--- config.mk ---
export PLATFORM = sky130hd
export DESIGN_NAME = decoder_rr_arbiter
export DESIGN_NICKNAME = d
export VERILOG_FILES = /design/src/rtl/decoder_rr_arbiter.sv
export SDC_FILE = /design/constraint.sdc
export NUM_CORES = 1
export LEC_CHECK = 0
export BUFFER_PORTS_ARGS = -buffer_cell sky130_fd_sc_hd__buf_2
export CORE_MARGIN = 1.5
export CORE_UTILIZATION = 40
export CTS_BUF_LIST = sky130_fd_sc_hd__clkbuf_4 sky130_fd_sc_hd__clkbuf_8
export CTS_CLUSTER_DIAMETER = 100
export DETAILED_ROUTE_END_ITERATION = 10
export HOLD_SLACK_MARGIN = 0.1
export SLEW_MARGIN = 5
export SYNTH_ARGS = -nofsm -noshare
export SYNTH_HDL_FRONTEND = slang
export SYNTH_SLANG_ARGS = --single-unit
--- constraint.sdc ---
create_clock -name i_clk -period 10.8 [get_ports i_clk]
set_clock_uncertainty 0.05 [all_clocks]
set_input_delay 1.08 -clock i_clk [delete_from_list [all_inputs] [get_ports i_clk]]
set_output_delay 1.08 -clock i_clk [all_outputs]
set_load 0.005 [all_outputs]
--- src/rtl/decoder_rr_arbiter.sv ---
// Round-robin arbiter granting one of 2**SEL_W requesters a registered select/enable pair for a 4-to-16 decoder.
// Optional macro ARB_TIMEOUT_EN bounds each ownership to MAX_HOLD grant cycles.
module decoder_rr_arbiter #(
    parameter int SEL_W    = 4,
    parameter int MAX_HOLD = 8
) (
    input  logic                  i_clk,
    input  logic                  i_rst_n,
    input  logic                  i_arb_en,
    input  logic [(1<<SEL_W)-1:0] i_req,
    output logic [SEL_W-1:0]      o_select,
    output logic                  o_enable,
    output logic [(1<<SEL_W)-1:0] o_grant,
    output logic                  o_busy
);
    localparam int N = 1 << SEL_W;

    typedef enum logic [1:0] {IDLE, GRANT, GAP} state_t;

    state_t           r_state, w_state_nxt;
    logic [SEL_W-1:0] r_ptr;
    logic [SEL_W-1:0] r_select;
    logic             r_enable;
    logic [N-1:0]     r_grant;

    logic [SEL_W-1:0] w_cand;
    logic [SEL_W-1:0] w_winner;
    logic             w_any;
    logic             w_timeout;
    logic             w_leave;

    // Descending scan so the lowest offset from r_ptr is written last and wins.
    always_comb begin
        w_any    = 1'b0;
        w_winner = '0;
        w_cand   = '0;
        for (int k = N - 1; k >= 0; k--) begin
            w_cand = r_ptr + SEL_W'(k);
            if (i_req[w_cand]) begin
                w_any    = 1'b1;
                w_winner = w_cand;
            end
        end
    end

`ifdef ARB_TIMEOUT_EN
    localparam int HW = $clog2(MAX_HOLD + 1);
    logic [HW-1:0] r_hold;

    // r_hold counts completed grant cycles; the MAX_HOLD-th cycle is the last.
    always_ff @(posedge i_clk or negedge i_rst_n) begin
        if (!i_rst_n)
            r_hold <= '0;
        else if (r_state != GRANT)
            r_hold <= '0;
        else
            r_hold <= r_hold + 1'b1;
    end

    assign w_timeout = (r_hold == HW'(MAX_HOLD - 1));
`else
    // Owner holds indefinitely; MAX_HOLD only matters with the timeout build.
    assign w_timeout = (MAX_HOLD < 0);
`endif

    assign w_leave = !i_req[r_select] || !i_arb_en || w_timeout;

    always_comb begin
        w_state_nxt = r_state;
        case (r_state)
            IDLE:    if (i_arb_en && w_any) w_state_nxt = GRANT;
            GRANT:   if (w_leave)           w_state_nxt = GAP;
            GAP:                            w_state_nxt = IDLE;
            default:                        w_state_nxt = IDLE;
        endcase
    end

    always_ff @(posedge i_clk or negedge i_rst_n) begin
        if (!i_rst_n)
            r_state <= IDLE;
        else
            r_state <= w_state_nxt;
    end

    always_ff @(posedge i_clk or negedge i_rst_n) begin
        if (!i_rst_n) begin
            r_select <= '0;
            r_enable <= 1'b0;
            r_grant  <= '0;
            r_ptr    <= '0;
        end else begin
            case (r_state)
                IDLE: begin
                    if (i_arb_en && w_any) begin
                        r_select <= w_winner;
                        r_enable <= 1'b1;
                        r_grant  <= {{(N-1){1'b0}}, 1'b1} << w_winner;
                    end
                end
                GRANT: begin
                    if (w_leave) begin
                        r_enable <= 1'b0;
                        r_grant  <= '0;
                        r_ptr    <= r_select + 1'b1;
                    end
                end
                default: begin
                    r_enable <= 1'b0;
                    r_grant  <= '0;
                end
            endcase
        end
    end

    assign o_select = r_select;
    assign o_enable = r_enable;
    assign o_grant  = r_grant;
    assign o_busy   = (r_state != IDLE);

endmodule
; ---- Word-level counts from Yosys, hierarchy flattened
; Index checks and enable logic that the tools add are counted.
[totals]
regBits = 27
in_bits = 19
elab_cells = 126
[classes]
add_sub_neg = 16
order_cmp = 17
eq_ne = 3
shift = 1
mux = 75
n_reduce_logical = 9
[op_table]
columns = op, count
row1 = "less-than comparator 4 x 5 -> 1 bit, second input constant", 17
row2 = binary-select mux 1 bit (select 4 bit), 17
row3 = 2-to-1 mux 4 bit, 16
row4 = 2-to-1 mux 1 bit, 35
row5 = "adder 4 bit, second input constant", 8
row6 = 2-to-1 mux 16 bit, 2
row7 = one-hot mux 16 bit (2 select lines), 1
row8 = "adder 4 x 3 -> 4 bit, second input constant", 4
row9 = "left shift 1 x 4 -> 16 bit, first input constant", 1
row10 = "adder 4 x 1 -> 4 bit, second input constant", 2
row11 = "adder 4 x 2 -> 4 bit, second input constant", 2
row12 = AND reduction 2 bit, 3
row13 = 2-to-1 mux 2 bit, 2
row14 = "inequality test 2 bit, second input constant", 2
row15 = one-hot mux 2 bit (2 select lines), 1
row16 = "equality test 2 x 1 -> 1 bit, second input constant", 1
row17 = zero test 1 bit, 2
row18 = zero test 2 bit, 1
row19 = one-hot mux 1 bit (2 select lines), 1
row20 = nonzero test 2 bit, 1
row21 = logical AND 1 bit, 1
row22 = logical OR 1 bit, 1

; ---- Logic depth before layout (Yosys ltp)
[depth]
ltp_word = 22
ltp_mapped = 18

; ---- Worst setup path after synthesis
; OpenSTA, ideal clock, no wires.
[synth_timing]
path_kind = reg-to-reg
from = register r_ptr[1]
to = register r_grant[8], in the netlist o_grant[8]
setup_ns = 0.134
arrival_time_ns = 4.067
required_time_ns = 10.616
slack_ns = 6.549
stages_incl_launch_ff = 17
n_path_buf = 6
synth_period_minus_slack_ns = 4.251
cell_sequence = dfrtp_1 -> buf_6 -> buf_8 -> clkbuf_1 -> inv_1 -> ha_1 -> buf_2 -> mux4_2 -> mux2_2 -> mux2_4 -> or4_4 -> o31ai_4 -> or2_1 -> buf_6 -> or3_4 -> buf_6 -> o31ai_1
[synth_between]
elab_chain_cells = 22
elab_cells_between_ends = 85
cone_classes = add/sub: 15 / eq/ne: 1 / shift: 1 / mux: 66 / reduce/logical: 2
[synth_rtl]
columns = element, line_no
row1 = start: declaration, 21  ; logic [SEL_W-1:0] r_ptr;
row2 = start signal: assignment, 104  ; r_ptr <= r_select + 1'b1;
row3 = adder 4 bit, 38  ; w_cand = r_ptr + SEL_W'(k);
row4 = binary-select mux 1 bit (select 4 bit), 39  ; if (i_req[w_cand]) begin
row5 = 2-to-1 mux 1 bit (implied by the code), 39
row6 = 2-to-1 mux 4 bit / 2-to-1 mux 1 bit (equally long branches) (16 in a row), 39
row7 = left shift 1 x 4 -> 16 bit / logical AND 1 bit (equally long branches), "97, 94"
row8 = 2-to-1 mux 16 bit / inequality test 2 bit (equally long branches), --
row9 = one-hot mux 16 bit (2 select lines) / AND reduction 2 bit (equally long branches), --
row10 = end signal: assignment, 97  ; r_grant <= {{(N-1){1'b0}}, 1'b1} << w_winner;
row11 = end: declaration, 24  ; logic [N-1:0] r_grant;
; Several ways; a longest one is shown, not always the timed one. The select of a mux whose other input is x is not followed.
; A chain may end at the register's enable or synchronous reset.

; ---- Worst setup path after layout
[layout_timing]
from = register r_ptr[0]
to = register r_select[1], in the netlist o_select[1]
[layout_between]
elab_chain_cells = 21
elab_cells_between_ends = 81
cone_classes = add/sub: 15 / mux: 64 / reduce/logical: 2
[layout_rtl]
columns = element, line_no
row1 = adder 4 bit, 38
row2 = binary-select mux 1 bit (select 4 bit), 39
row3 = 2-to-1 mux 1 bit (implied by the code), 39
row4 = 2-to-1 mux 1 bit (16 in a row), 39
row5 = logical AND 1 bit, 94  ; if (i_arb_en && w_any) begin
row6 = AND reduction 2 bit (no source line), --
row7 = end signal: assignment, 95  ; r_select <= w_winner;
row8 = end: declaration, 22  ; logic [SEL_W-1:0] r_select;
; Several ways; a longest one is shown, not always the timed one. The select of a mux whose other input is x is not followed.

==> run metrics <==
status completed; Routed Antenna Nets 0; Least-Margin Pin Slew 0.981 ns; max_slew headroom 34.6%; final std cells w/o fill 526; count of flip-flops with a built-in enable after synthesis 0; Async S/R FF share, synth 100%; hpwl dp 8410 um; Die Area 0.0100 mm^2; Mapped Nets 420; critical path's slowest cell dfrtp_2; Resized Gates After CTS 0; CTS max path bufs 2; sequential area share after synthesis 17.3%; Final Hold Viols 0; # nets final 443; Clock Pin Slew Worst Setup and Hold Paths 0.09 ns; first-pass GRT wire length 18,000 um; setup violators final 0; Initial Utilization 41.0%; final period utilization 50.2%; Via Count 3,480; htree depth 1; Worst Path Buf+Inv 1; Final min period 5.42 ns; CTS Sinks 26; CP Cell Sequence inv_1, ha_1, mux4_2, mux2_2, mux2i_1, o21ai_0, a31o_2, or3_1, o21ai_2, or2_0, o21ai_0; total of max-cap violations 0; RSZ-0062 raised after global routing false; final setup TNS 0 ns; commonest non-fill, non-tap cell in the layout nand2_1; worst-path maximum fanout 40; drt first pass iters 5; register bit count reported by yosys 26; num ports 41; RePlAce Congestion 0.931; row cnt 35; Die Wd 100 um; area delta synth->final 6.34%; Initial DRC Count 297; CP arrival 5.50 ns; initial antenna violation count 0; port bufs 40; vias in the first global route 3,264; Vias/cell 6.62; Top FF cell, synth dfrtp_1; Skew-Pair Late Insertion Delay 0.27 ns; largest net degree at the start of global routing 41; die height 100 um; Worst path most repeated cell o21ai_0; gr ovfl total 0; Yosys warning total 0; number of diodes 0; crit end category register; crit path kind reg -> reg; Synth Instances 393; total track usage 22.5%; FMAX 185 MHz; syn_area_per_cell 9.59 um^2; Setup Buffers After CTS 0; Distinct cells, synth 71; Cell Area, Synth 0.00377 mm^2; min-delay worst type reg -> reg; share of layout cells above drive strength 1 29.2%; final wirelength 11,000 um; Post-Place Worst Slack 5.44 ns; hold buffers post-CTS 0; Slew Limit Fails 0; Worst EP required 10.88 ns; PnR worst setup slack 5.38 ns; CTS tree yes; Setup crit start kind register; core area 0.00920 mm^2; Placed Cells incl. Taps 522; flop2flop setup slack 5.38 ns; CP max stage delay 1.02 ns; CP top delay family multiplexers; DRC violations left 0; Num CTS Buffers 3; worst hold margin 0.427 ns; most frequent cells in the layout 53 x nand2_1, 40 x buf_2, 27 x mux2i_1; root buf cell clkbuf_8; drt wl/cell 20.9 um
-- layer usage --
layer  vias to the layer above  wire length [um]  global-route usage, %
met5                         -                 0                      0
met2                       136              5110                   35.5
met1                      1734              4990                   33.0
met3                        24               527                   2.09
met4                         0               340                   6.61
li1                       1586                 -                      -
-- kinds of logic (layout without fill, tap and decap cells) --
logic type,Yosys count,after routing,share of synthesized area (%)
AO/OA/AOI/OAI,110,110,22.1
XOR/XNOR,14,14,3.65
adder cells (fa/ha/maj),8,8,2.66
buffers and inverters,34,56,5.55
flip-flops,26,26,17.3
multiplexers,87,87,34.7
AND/OR/NAND/NOR,114,114,14.1
-- flip-flops by register name (all words and copies together), names as in the netlist --
signal,flops
o_grant,16
o_enable,1
r_ptr,4
o_select,4
r_state,1
-- stage by stage --
stage               area [um^2]  util (%)
global placement           3950      43.0
CTS                        4010      43.6
finish                     4010      43.6
global route               4010      43.6
detailed placement         3950      43.0
floorplan                  3770         -
-- worst paths after layout --
kind                                   startpoint  cells past startpoint                      end
setup / recovery             r_ptr[0]$_DFFE_PN0P_                     11  o_select[1]$_DFFE_PN0P_
hold / removal             o_grant[0]$_DFFE_PN0P_                      2   o_grant[0]$_DFFE_PN0P_
setup reg to reg             r_ptr[0]$_DFFE_PN0P_                     11  o_select[1]$_DFFE_PN0P_
hold reg to reg            o_grant[0]$_DFFE_PN0P_                      2   o_grant[0]$_DFFE_PN0P_
max in group asynchronous                 i_rst_n                      1     r_ptr[0]$_DFFE_PN0P_
min in group asynchronous                 i_rst_n                      1   o_grant[0]$_DFFE_PN0P_
-- synthesized netlist by cell type (6+ instances only) --
| cell | instances | share of area, % |
|---|---|---|
| o41ai_2 | 6 | 2.6 |
| ha_1 | 8 | 2.7 |
| o31ai_1 | 7 | 1.4 |
| mux4_1 | 6 | 4.2 |
| o21ai_0 | 23 | 3.1 |
| nor2_1 | 21 | 2.1 |
| dfrtp_1 | 26 | 17 |
| inv_1 | 7 | 0.70 |
| buf_6 | 6 | 1.8 |
| nand2_1 | 53 | 5.3 |
| mux2_2 | 25 | 7.5 |
| buf_2 | 8 | 1.1 |
| xnor2_1 | 10 | 2.3 |
| mux4_2 | 22 | 13 |
| o41ai_1 | 7 | 1.6 |
| mux2i_1 | 27 | 7.2 |
| a21oi_1 | 22 | 2.9 |
| nand3_1 | 10 | 1.3 |
-- worst min-delay path: stages, from the launching register on --
cell	delay [ns]
dfrtp_1	0.35
nand2_1	0.05
o31ai_1	0.05
-- layout make-up --
| class | count | area, um^2 |
|---|---|---|
| Fill cell | 905 | 5190 |
| Sequential cell | 26 | 652 |
| Timing Repair Buffer | 42 | 215 |
| Multi-Input combinational cell | 333 | 2910 |
| Tap cell | 111 | 139 |
| Inverter | 10 | 37.5 |
| Clock buffer | 4 | 55.1 |
Power is not shown: default switching activity piles up to over one toggle a cycle in this logic, so the estimate is an artifact.
